## src/rtl/div_seq_n_if.sv

```systemverilog
// Start/busy/done handshake bundle for div_seq_n.
// The dz flag exists only when DIV_ZERO_FLAG_EN is defined.
interface div_seq_n_if #(
  parameter int WIDTH = 32
);
  logic             start;
  logic             sign_mode;
  logic [WIDTH-1:0] dividend;
  logic [WIDTH-1:0] divisor;
  logic             busy;
  logic             done;
  logic [WIDTH-1:0] quotient;
  logic [WIDTH-1:0] remainder;
`ifdef DIV_ZERO_FLAG_EN
  logic             dz;

  modport master (
    output start, sign_mode, dividend, divisor,
    input  busy, done, quotient, remainder, dz
  );

  modport slave (
    input  start, sign_mode, dividend, divisor,
    output busy, done, quotient, remainder, dz
  );
`else
  modport master (
    output start, sign_mode, dividend, divisor,
    input  busy, done, quotient, remainder
  );

  modport slave (
    input  start, sign_mode, dividend, divisor,
    output busy, done, quotient, remainder
  );
`endif
endinterface

```

## src/rtl/div_seq_n.sv

```systemverilog
// Restoring sequential divider, one quotient bit per clock, signed/unsigned.
// Define DIV_ZERO_FLAG_EN to add the dz flag and a 1-cycle divide-by-zero path.
//
// state | meaning
// IDLE  | waiting for start, operands captured on the start edge
// ITER  | one restoring step per clock, WIDTH steps
// FIX   | apply result signs (or divide-by-zero values), pulse done
module div_seq_n #(
  parameter int WIDTH = 32
) (
  input logic        clk,
  input logic        clr,
  div_seq_n_if.slave bus
);

  localparam int CW = $clog2(WIDTH);

  typedef enum logic [1:0] {
    IDLE,
    ITER,
    FIX
  } state_t;

  state_t state, state_nxt;

  logic [CW-1:0]    cnt;
  logic [WIDTH:0]   r_mag;
  logic [WIDTH-1:0] q_mag;
  logic [WIDTH-1:0] d_mag;
  logic [WIDTH-1:0] dvd_raw;
  logic [WIDTH-1:0] quot_r;
  logic [WIDTH-1:0] rem_r;
  logic             neg_q;
  logic             neg_r;
  logic             zero_div;
  logic             done_r;

  logic             dvd_neg;
  logic             dvs_neg;
  logic             dvs_zero;
  logic [WIDTH+1:0] r_shift;
  logic [WIDTH+1:0] trial;

  assign dvd_neg  = bus.sign_mode & bus.dividend[WIDTH-1];
  assign dvs_neg  = bus.sign_mode & bus.divisor[WIDTH-1];
  assign dvs_zero = (bus.divisor == '0);

  // Partial remainder stays below the divisor, so the top bit of trial is a clean sign.
  assign r_shift = {r_mag, q_mag[WIDTH-1]};
  assign trial   = r_shift - {2'b00, d_mag};

  always_ff @(posedge clk) begin
    if (clr) begin
      state <= IDLE;
    end else begin
      state <= state_nxt;
    end
  end

  always_comb begin
    state_nxt = state;
    case (state)
      IDLE: begin
        if (bus.start) begin
`ifdef DIV_ZERO_FLAG_EN
          state_nxt = dvs_zero ? FIX : ITER;
`else
          state_nxt = ITER;
`endif
        end
      end
      ITER: begin
        if (cnt == CW'(WIDTH - 1)) begin
          state_nxt = FIX;
        end
      end
      FIX:     state_nxt = IDLE;
      default: state_nxt = IDLE;
    endcase
  end

`ifdef DIV_ZERO_FLAG_EN
  logic dz_r;
`endif

  always_ff @(posedge clk) begin
    if (clr) begin
      cnt      <= '0;
      r_mag    <= '0;
      q_mag    <= '0;
      d_mag    <= '0;
      dvd_raw  <= '0;
      neg_q    <= 1'b0;
      neg_r    <= 1'b0;
      zero_div <= 1'b0;
      done_r   <= 1'b0;
      quot_r   <= '0;
      rem_r    <= '0;
`ifdef DIV_ZERO_FLAG_EN
      dz_r     <= 1'b0;
`endif
    end else begin
      done_r <= 1'b0;
      case (state)
        IDLE: begin
          if (bus.start) begin
            q_mag    <= dvd_neg ? -bus.dividend : bus.dividend;
            d_mag    <= dvs_neg ? -bus.divisor : bus.divisor;
            dvd_raw  <= bus.dividend;
            neg_q    <= dvd_neg ^ dvs_neg;
            neg_r    <= dvd_neg;
            zero_div <= dvs_zero;
            cnt      <= '0;
            r_mag    <= '0;
          end
        end
        ITER: begin
          cnt <= cnt + 1'b1;
          if (!trial[WIDTH+1]) begin
            r_mag <= trial[WIDTH:0];
            q_mag <= {q_mag[WIDTH-2:0], 1'b1};
          end else begin
            r_mag <= r_shift[WIDTH:0];
            q_mag <= {q_mag[WIDTH-2:0], 1'b0};
          end
        end
        FIX: begin
          done_r <= 1'b1;
          if (zero_div) begin
            quot_r <= '1;
            rem_r  <= dvd_raw;
          end else begin
            quot_r <= neg_q ? -q_mag : q_mag;
            rem_r  <= neg_r ? -r_mag[WIDTH-1:0] : r_mag[WIDTH-1:0];
          end
`ifdef DIV_ZERO_FLAG_EN
          dz_r <= zero_div;
`endif
        end
        default: ;
      endcase
    end
  end

  assign bus.busy      = (state != IDLE);
  assign bus.done      = done_r;
  assign bus.quotient  = quot_r;
  assign bus.remainder = rem_r;
`ifdef DIV_ZERO_FLAG_EN
  assign bus.dz        = dz_r;
`endif

endmodule

```

## src/flat_wrapper.sv

```systemverilog
// flat-port wrapper written by rule: the top's interface ports become plain ports
module div_seq_n_flat 
#(
  parameter int WIDTH = 32
)
  (clk, clr, bus_start, bus_sign_mode, bus_dividend, bus_divisor, bus_busy, bus_done, bus_quotient, bus_remainder);
  div_seq_n_if #(.WIDTH(WIDTH)) bus_i ();
  input logic clk;
  input logic clr;
  input wire logic [$bits(bus_i.start)-1:0] bus_start;
  input wire logic [$bits(bus_i.sign_mode)-1:0] bus_sign_mode;
  input wire logic [$bits(bus_i.dividend)-1:0] bus_dividend;
  input wire logic [$bits(bus_i.divisor)-1:0] bus_divisor;
  output wire logic [$bits(bus_i.busy)-1:0] bus_busy;
  output wire logic [$bits(bus_i.done)-1:0] bus_done;
  output wire logic [$bits(bus_i.quotient)-1:0] bus_quotient;
  output wire logic [$bits(bus_i.remainder)-1:0] bus_remainder;
  assign bus_i.start = bus_start;
  assign bus_i.sign_mode = bus_sign_mode;
  assign bus_i.dividend = bus_dividend;
  assign bus_i.divisor = bus_divisor;
  assign bus_busy = bus_i.busy;
  assign bus_done = bus_i.done;
  assign bus_quotient = bus_i.quotient;
  assign bus_remainder = bus_i.remainder;
  div_seq_n #(.WIDTH(WIDTH)) u_core (.clk(clk), .clr(clr), .bus(bus_i));
endmodule
```

## config.mk

```make
export PLATFORM = sky130hd
export DESIGN_NAME = div_seq_n_flat
export DESIGN_NICKNAME = d
export VERILOG_FILES = /design/src/rtl/div_seq_n_if.sv /design/src/rtl/div_seq_n.sv /design/src/flat_wrapper.sv
export SDC_FILE = /design/constraint.sdc
export NUM_CORES = 1
export LEC_CHECK = 0
export CAP_MARGIN = 20
export CORE_MARGIN = 5
export CORE_UTILIZATION = 57
export DETAILED_ROUTE_END_ITERATION = 8
export GPL_ROUTABILITY_DRIVEN = 1
export PLACE_DENSITY = 0.8
export SLEW_MARGIN = 20
export SYNTH_ARGS = -nofsm -noshare
export SYNTH_HDL_FRONTEND = slang
export SYNTH_SLANG_ARGS = --single-unit
export TNS_END_PERCENT = 1
```

## constraint.sdc

```tcl
create_clock -name clk -period 4.6 [get_ports clk]
set_clock_uncertainty 0.2 [all_clocks]
set_input_delay 0.69 -clock clk [delete_from_list [all_inputs] [get_ports clk]]
set_output_delay 0.69 -clock clk [all_outputs]
set_load 0.02 [all_outputs]
```

==> impl_results.md, run 1 <==
* Clock period minus worst slack at around 3700 ps
* VDD IR max at between 0.15 and 0.2 mV
* Htree depth at 1
* DPL Wire Length at roughly 26 mm
* Overflow after GRT at 0
* Ports at approximately 130
* CORE AREA at 20,900 sq um
* Setup TNS at 0 ps
* Routability cong. at ~0.95
* R2R depth at 13
* Vias at between 10,000 and 15,000
* DR WL/cell at 18.7 microns
* Total leakage power at around 5.3 nW
* Cell Area, Synth at between 10,000 and 15,000 sq um
* Clock buffer count from CTS at 22
* DRT iter0 DRCs at roughly 1,100
* Total die area at about 24,000 sq um
* Asr flop ratio synth at 0%
* Final hold vios at 0
* Setup bufs post-CTS at 0
* Pwr/cell area at about 320 nW/um^2
* Vias in the first global route at approximately 11,000
* Layout Area Growth over Synthesis at 18.2%
* Worst-path clk slew at about 60 ps
* Initial antenna violation count at 0
* Post-cts gate resize count at 0
* CP max stage cell: a311o_1
* Seq cells post-synth at 204
* Slew margin rel. at 28.8%
* Number of routed nets with antenna violations at 0
* Clk_lat worst skew at 510 ps
* Post-synth EDFFs at 0
* Syn avg cell area at 7.57 sq um
* Critical Path Stages at 13
* Critical path cell sequence: inv_1, ha_1, inv_1, fa_1, a211oi_1, o21bai_1, a21bo_2, o21ai_0, a311oi_1, a311o_1, a221oi_1, xor2_1, o21ai_0
* GRT Util Overall at between 20 and 30%
* Die width at 155 microns
* Hold Buf Count CTS at 0
* Initial Util at between 50% and 60%
* Nets at ~1,800
* Worst min path class: reg -> reg
* First-pass GRT wire length at between 50 and 60 mm
* Most common cell after layout, fill and taps aside: nand2_1
* Root Driver: clkbuf_16
* Fin crit share at 80.9%
* Antenna Cells at 0
* Total Power at 4.54 mW
* # setup viols final at 0
* # Max-Cap Violations at 0
* Sequential share of the synthesized area at 34.0%
* Routed WL at between 30 and 40 mm
* CP Class: reg -> reg
* RSZ-0062 raised after global routing: no
* Buf/Inv on CP at 2
* Ys Warns at 0
* Layout cell share with drive strength beyond 1 at approximately 4.3%
* Worst Path Arrival at roughly 3900 ps
* Slew Viols, Final at 0
* Status: complete, no violations
* # DRC at 0
* TritonCTS Sinks at slightly above 200
* Setup ws final at a little under 900 ps
* CTS tree: built
* Slew @ Worst Pin at roughly 1100 ps
* Clock Path Buffers at 3
* # rows at 53
* Post-Place Worst Slack at ~560 ps
* Commonest cells after routing, fill and taps aside: 272 x nand2_1, 204 x dfxtp_1, 152 x a21oi_1
* Synth unique cells at ~60
* Slowest stage delay, CP at about 460 ps
* Cell count after synthesis at approximately 1,600
* Critical path required time at around 4800 ps
* Hold path cells at 2
* Top_reg_cell synth: dfxtp_1
* Vias per inst at ~6
* Synthesized Nets at ~1,700
* Die Height at roughly 160 microns
* CP delay by family, top: compound AO/OA/AOI/OAI gates
* IO Port Bufs at roughly 130
* Largest net degree at the start of global routing at between 70 and 80
* Worst setup SP type: flop
* Critical Path Sink Type: flop
* DR pass1 iterations at 8
* Fmax achieved at 269 MHz
* Crit Path Max Fanout at 4
-- through the flow --
stage	cell area (sq um)	hold slack, ps	instances	util, %
final	14200	253	1942	68.0
after global routing	14200	270	1942	68.0
after CTS	14200	253	1942	68.0
after detailed placement	13400	246	1902	64.3
after global placement	13400	242	1902	64.3
after floorplan	12000	231	1587	-
-- state kept, by name, indices dropped and copies added, names as in the netlist --
| name | flops |
|---|---|
| u_core.r_mag | 33 |
| u_core.bus.quotient | 32 |
| u_core.bus.remainder | 32 |
| u_core.d_mag | 32 |
| u_core.dvd_raw | 32 |
| u_core.q_mag | 32 |
| u_core.cnt | 5 |
| u_core.state | 2 |
| u_core.bus.done | 1 |
| u_core.neg_q | 1 |
| u_core.neg_r | 1 |
| u_core.zero_div | 1 |
-- cell families (layout without fill, tap and decap cells) --
kind of cell / count (synthesis) / after routing / share of synthesized area, %
simple gates: 551 / 551 / 20.4
compound gates: 486 / 486 / 25.6
flops: 204 / 204 / 34.0
buf+inv: 159 / 239 / 5.00
xor+xnor: 139 / 139 / 10.1
fa+ha+maj: 39 / 39 / 4.12
mux: 9 / 9 / 0.760
-- cells in the mapped netlist (4+ instances only) --
master	count	area share, %
xnor2_1	72	5.2
xor2_1	67	4.9
nand2b_1	12	0.62
a32oi_1	8	0.58
inv_1	50	1.6
a21o_1	12	0.75
ha_1	38	4.0
and2_1	8	0.42
mux2i_1	8	0.67
nand3b_1	6	0.37
o21bai_1	6	0.37
o22ai_1	21	1.1
o211ai_1	23	1.4
and3_1	5	0.26
clkbuf_1	97	3.0
o31ai_1	32	2.0
o21a_1	10	0.62
buf_1	8	0.25
nor2_1	129	4.0
a211oi_1	37	2.3
dfxtp_1	204	34
nor3_1	28	1.2
or3_1	18	0.94
a221oi_1	4	0.29
a22oi_1	31	1.9
or4_1	13	0.81
a31oi_1	11	0.57
nand3_1	23	0.96
a311oi_1	13	0.95
a21oi_1	152	6.3
nand2_1	272	8.5
o41ai_1	14	1.0
nor4_1	11	0.57
nor2b_1	4	0.21
nand4_1	12	0.62
o21ai_0	96	4.0
-- metal layers --
layer	vias up	global-route usage [%]	share of wire, %
met5	-	0	0
li1	5771	-	-
met3	85	3.17	7.4
met4	0	10.9	3.8
met1	5487	39.0	42
met2	528	49.0	47
-- report_power, final --
group | internal [mW] | switching, mW
Sequential | 1.84 | 0.0718
Combinational | 0.302 | 0.468
Clock | 1.12 | 0.745
-- cell type report --
class                           count  area, sq um
Multi-Input combinational cell   1224         7350
Sequential cell                   204         4080
Clock inverter                      8         75.1
Timing Repair Buffer              148         1450
Tap cell                          275          344
Fill cell                        1819         6690
Inverter                           51          191
Clock buffer                       32          699
-- worst register-to-register path, cell delays in order, from the launching register on --
cell and delay (ps):
dfxtp_1 310, inv_1 130, ha_1 190, inv_1 60
fa_1 430, a211oi_1 320, o21bai_1 170, a21bo_2 260
o21ai_0 290, a311oi_1 220, a311o_1 460, a221oi_1 340
xor2_1 170, o21ai_0 80
-- path summary, 6_finish.rpt --
path	from	to	slack [ps]
setup / recovery	u_core.q_mag[31]$_SDFFE_PP0P_	u_core.r_mag[30]$_SDFFE_PP0P_	880
hold / removal	u_core.bus.remainder[7]$_SDFFE_PP0P_	u_core.bus.remainder[7]$_SDFFE_PP0P_	250
setup reg to reg	u_core.q_mag[31]$_SDFFE_PP0P_	u_core.r_mag[30]$_SDFFE_PP0P_	880
hold reg to reg	u_core.bus.remainder[7]$_SDFFE_PP0P_	u_core.bus.remainder[7]$_SDFFE_PP0P_	250
No activity file was read; power rests on OpenSTA's default activity.
==> run 2: changes to the inputs <==
==> constraint.sdc (replaced) <==
create_clock -name clk -period 3.78 [get_ports clk]
set_clock_uncertainty 0.2 [all_clocks]
set_input_delay 0.567 -clock clk [delete_from_list [all_inputs] [get_ports clk]]
set_output_delay 0.567 -clock clk [all_outputs]
set_load 0.02 [all_outputs]
==> impl_results.md, run 2 (synthesized netlist as in run 1, its figures left out) <==
* Nets at 1,792 (+1.9%)
* Vias at 11,978 (+0.90%)
* Total die area at 24,100 sq um (unchanged)
* Slew Viols, Final at 0 (unchanged)
* Initial antenna violation count at 1 (+1)
* Ports at 134 (unchanged)
* IO Port Bufs at 133 (unchanged)
* Most common cell after layout, fill and taps aside: nand2_1
* Clock period minus worst slack at 3420 ps (-304 ps)
* Worst min path class: reg -> reg
* Critical Path Sink Type: flop
* First-pass GRT wire length at 57.9 mm (-0.54%)
* Layout Area Growth over Synthesis at 20.5%
* Crit Path Max Fanout at 6 (+2)
* Fin crit share at 90.4% (+9.5 points)
* VDD IR max at 0.279 mV (+40%)
* Max reg flops at 33 (unchanged)
* Reg2Reg Setup Slack at 360 ps (-520 ps)
* Die width at 155 microns (unchanged)
* Post-Place Worst Slack at 0.131 ps (-565 ps)
* Slowest stage delay, CP at 570 ps (+110 ps)
* Worst setup SP type: flop
* Pwr/cell area at 387 nW/um^2 (+21%)
* DPL Wire Length at 26.9 mm (+2.9%)
* Vias per inst at 6.06 (-0.94%)
* Number of routed nets with antenna violations at 0 (unchanged)
* Initial Util at 57.5% (unchanged)
* # rows at 53 (unchanged)
* DR pass1 iterations at 5 (-3)
* CP max stage cell: or4_1
* Final hold vios at 0 (unchanged)
* CP delay by family, top: simple AND/OR/NAND/NOR gates
* RSZ-0062 raised after global routing: no
* Die Height at 155 microns (unchanged)
* Worst-path clk slew at 60 ps (about the same)
* GRT Util Overall at 29.1% (-0.16 points)
* Layout cell share with drive strength beyond 1 at 6.17% (+1.9 points)
* Area of the multi-input gates at 7360 sq um (+0.10%)
* Setup ws final at 361 ps (-516 ps)
* Overflow after GRT at 0 (unchanged)
* Status: complete, no violations
* DR WL/cell at 18.2 microns (-2.5%)
* Commonest cells after routing, fill and taps aside: 272 x nand2_1, 203 x dfxtp_1, 152 x a21oi_1
* Setup bufs post-CTS at 0 (unchanged)
* Critical path required time at 3950 ps (-830 ps)
* CTS tree: built
* CP Class: reg -> reg
* Slew @ Worst Pin at 1010 ps (-57.2 ps)
* # fillers at 1,791 (-1.5%)
* Vias in the first global route at 11,273 (+2.7%)
* Clock buffer count from CTS at 24 (+9.1%)
* Routability cong. at 0.991 (+4.4%)
* Clock Path Buffers at 3 (unchanged)
* Slew margin rel. at 32.6% (+3.8 points)
* # DRC at 0 (unchanged)
* Critical path cell sequence: buf_4, or4_1, or4_1, nor3_1, nand3b_1, o31ai_1, xor2_1, nand2_1, o211ai_1, a21oi_1
* Hold Buf Count CTS at 0 (unchanged)
* Seq. cell area at 4090 sq um (about the same)
* Total leakage power at 5.49 nW (+2.9%)
* Biggest register: u_core.r_mag
* Post-cts gate resize count at 0 (unchanged)
* Clk_lat worst skew at 510 ps (about the same)
* Root Driver: clkbuf_16
* Buf/Inv on CP at 1 (-1)
* CORE AREA at 20,900 sq um (unchanged)
* Setup TNS at 0 ps (unchanged)
* DRT iter0 DRCs at 1,080 (+1.1%)
* Worst Path Arrival at 3590 ps (-320 ps)
* # setup viols final at 0 (unchanged)
* Most frequent cell on the critical path: or4_1
* # Max-Cap Violations at 0 (unchanged)
* TritonCTS Sinks at 204 (unchanged)
* Htree depth at 1 (unchanged)
* Largest net degree at the start of global routing at 94 (+22%)
* Routed WL at 36.0 mm (-0.65%)
* Fmax achieved at 292 MHz (+8.9%)
[run 2: path summary, 6_finish.rpt]
path,startpoint,endpoint,depth (start not counted)
hold / removal,u_core.bus.remainder[8]$_SDFFE_PP0P_,u_core.bus.remainder[8]$_SDFFE_PP0P_,2
hold reg to reg,u_core.bus.remainder[8]$_SDFFE_PP0P_,u_core.bus.remainder[8]$_SDFFE_PP0P_,2
setup / recovery,u_core.r_mag[11]$_SDFFE_PP0P_,u_core.bus.remainder[29]$_SDFFE_PP0P_,10
setup reg to reg,u_core.r_mag[11]$_SDFFE_PP0P_,u_core.bus.remainder[29]$_SDFFE_PP0P_,10
[run 2: metal layers]
metal  vias to the layer above  part of all wire (%)  track usage (%)
met5                         -                     0                0
met3                        86                   6.9             3.62
met2                       462                    46             47.6
met1                      5577                    42             38.7
met4                         0                   4.7             12.7
li1                       5853                     -                -
[run 2: area by class of cell]
class	instances	area share (%)
clock buffers	33	4.74
multi-input cells	1224	50.8
flip-flops and latches	204	28.2
repair buffers	180	11.7
clock inverters	10	0.812
well taps	275	2.38
diodes	1	0.0173
inverters	51	1.32
[run 2: worst register-to-register path: stages (launching register included)]
cell      delay (ps)
dfxtp_1          340
buf_4            170
or4_1            570
or4_1            500
nor3_1           290
nand3b_1         220
o31ai_1          330
xor2_1           260
nand2_1           90
o211ai_1         190
a21oi_1          110
[run 2: through the flow]
step | hold slack (ps) | instances | util (%) | total power [mW] | cell area, sq um
floorplan | 231 | 1587 | - | 2.98 | 12000
global placement | 242 | 1934 | 65.4 | 3.28 | 13700
detailed placement | 246 | 1934 | 65.4 | 3.30 | 13700
CTS | 253 | 1977 | 69.3 | 5.61 | 14500
global route | 269 | 1978 | 69.3 | 5.83 | 14500
finish | 253 | 1978 | 69.3 | 5.60 | 14500
[run 2: power breakdown]
group          switching, mW  internal [mW]
clock network          0.920           1.41
registers             0.0851           2.24
logic                  0.573          0.381
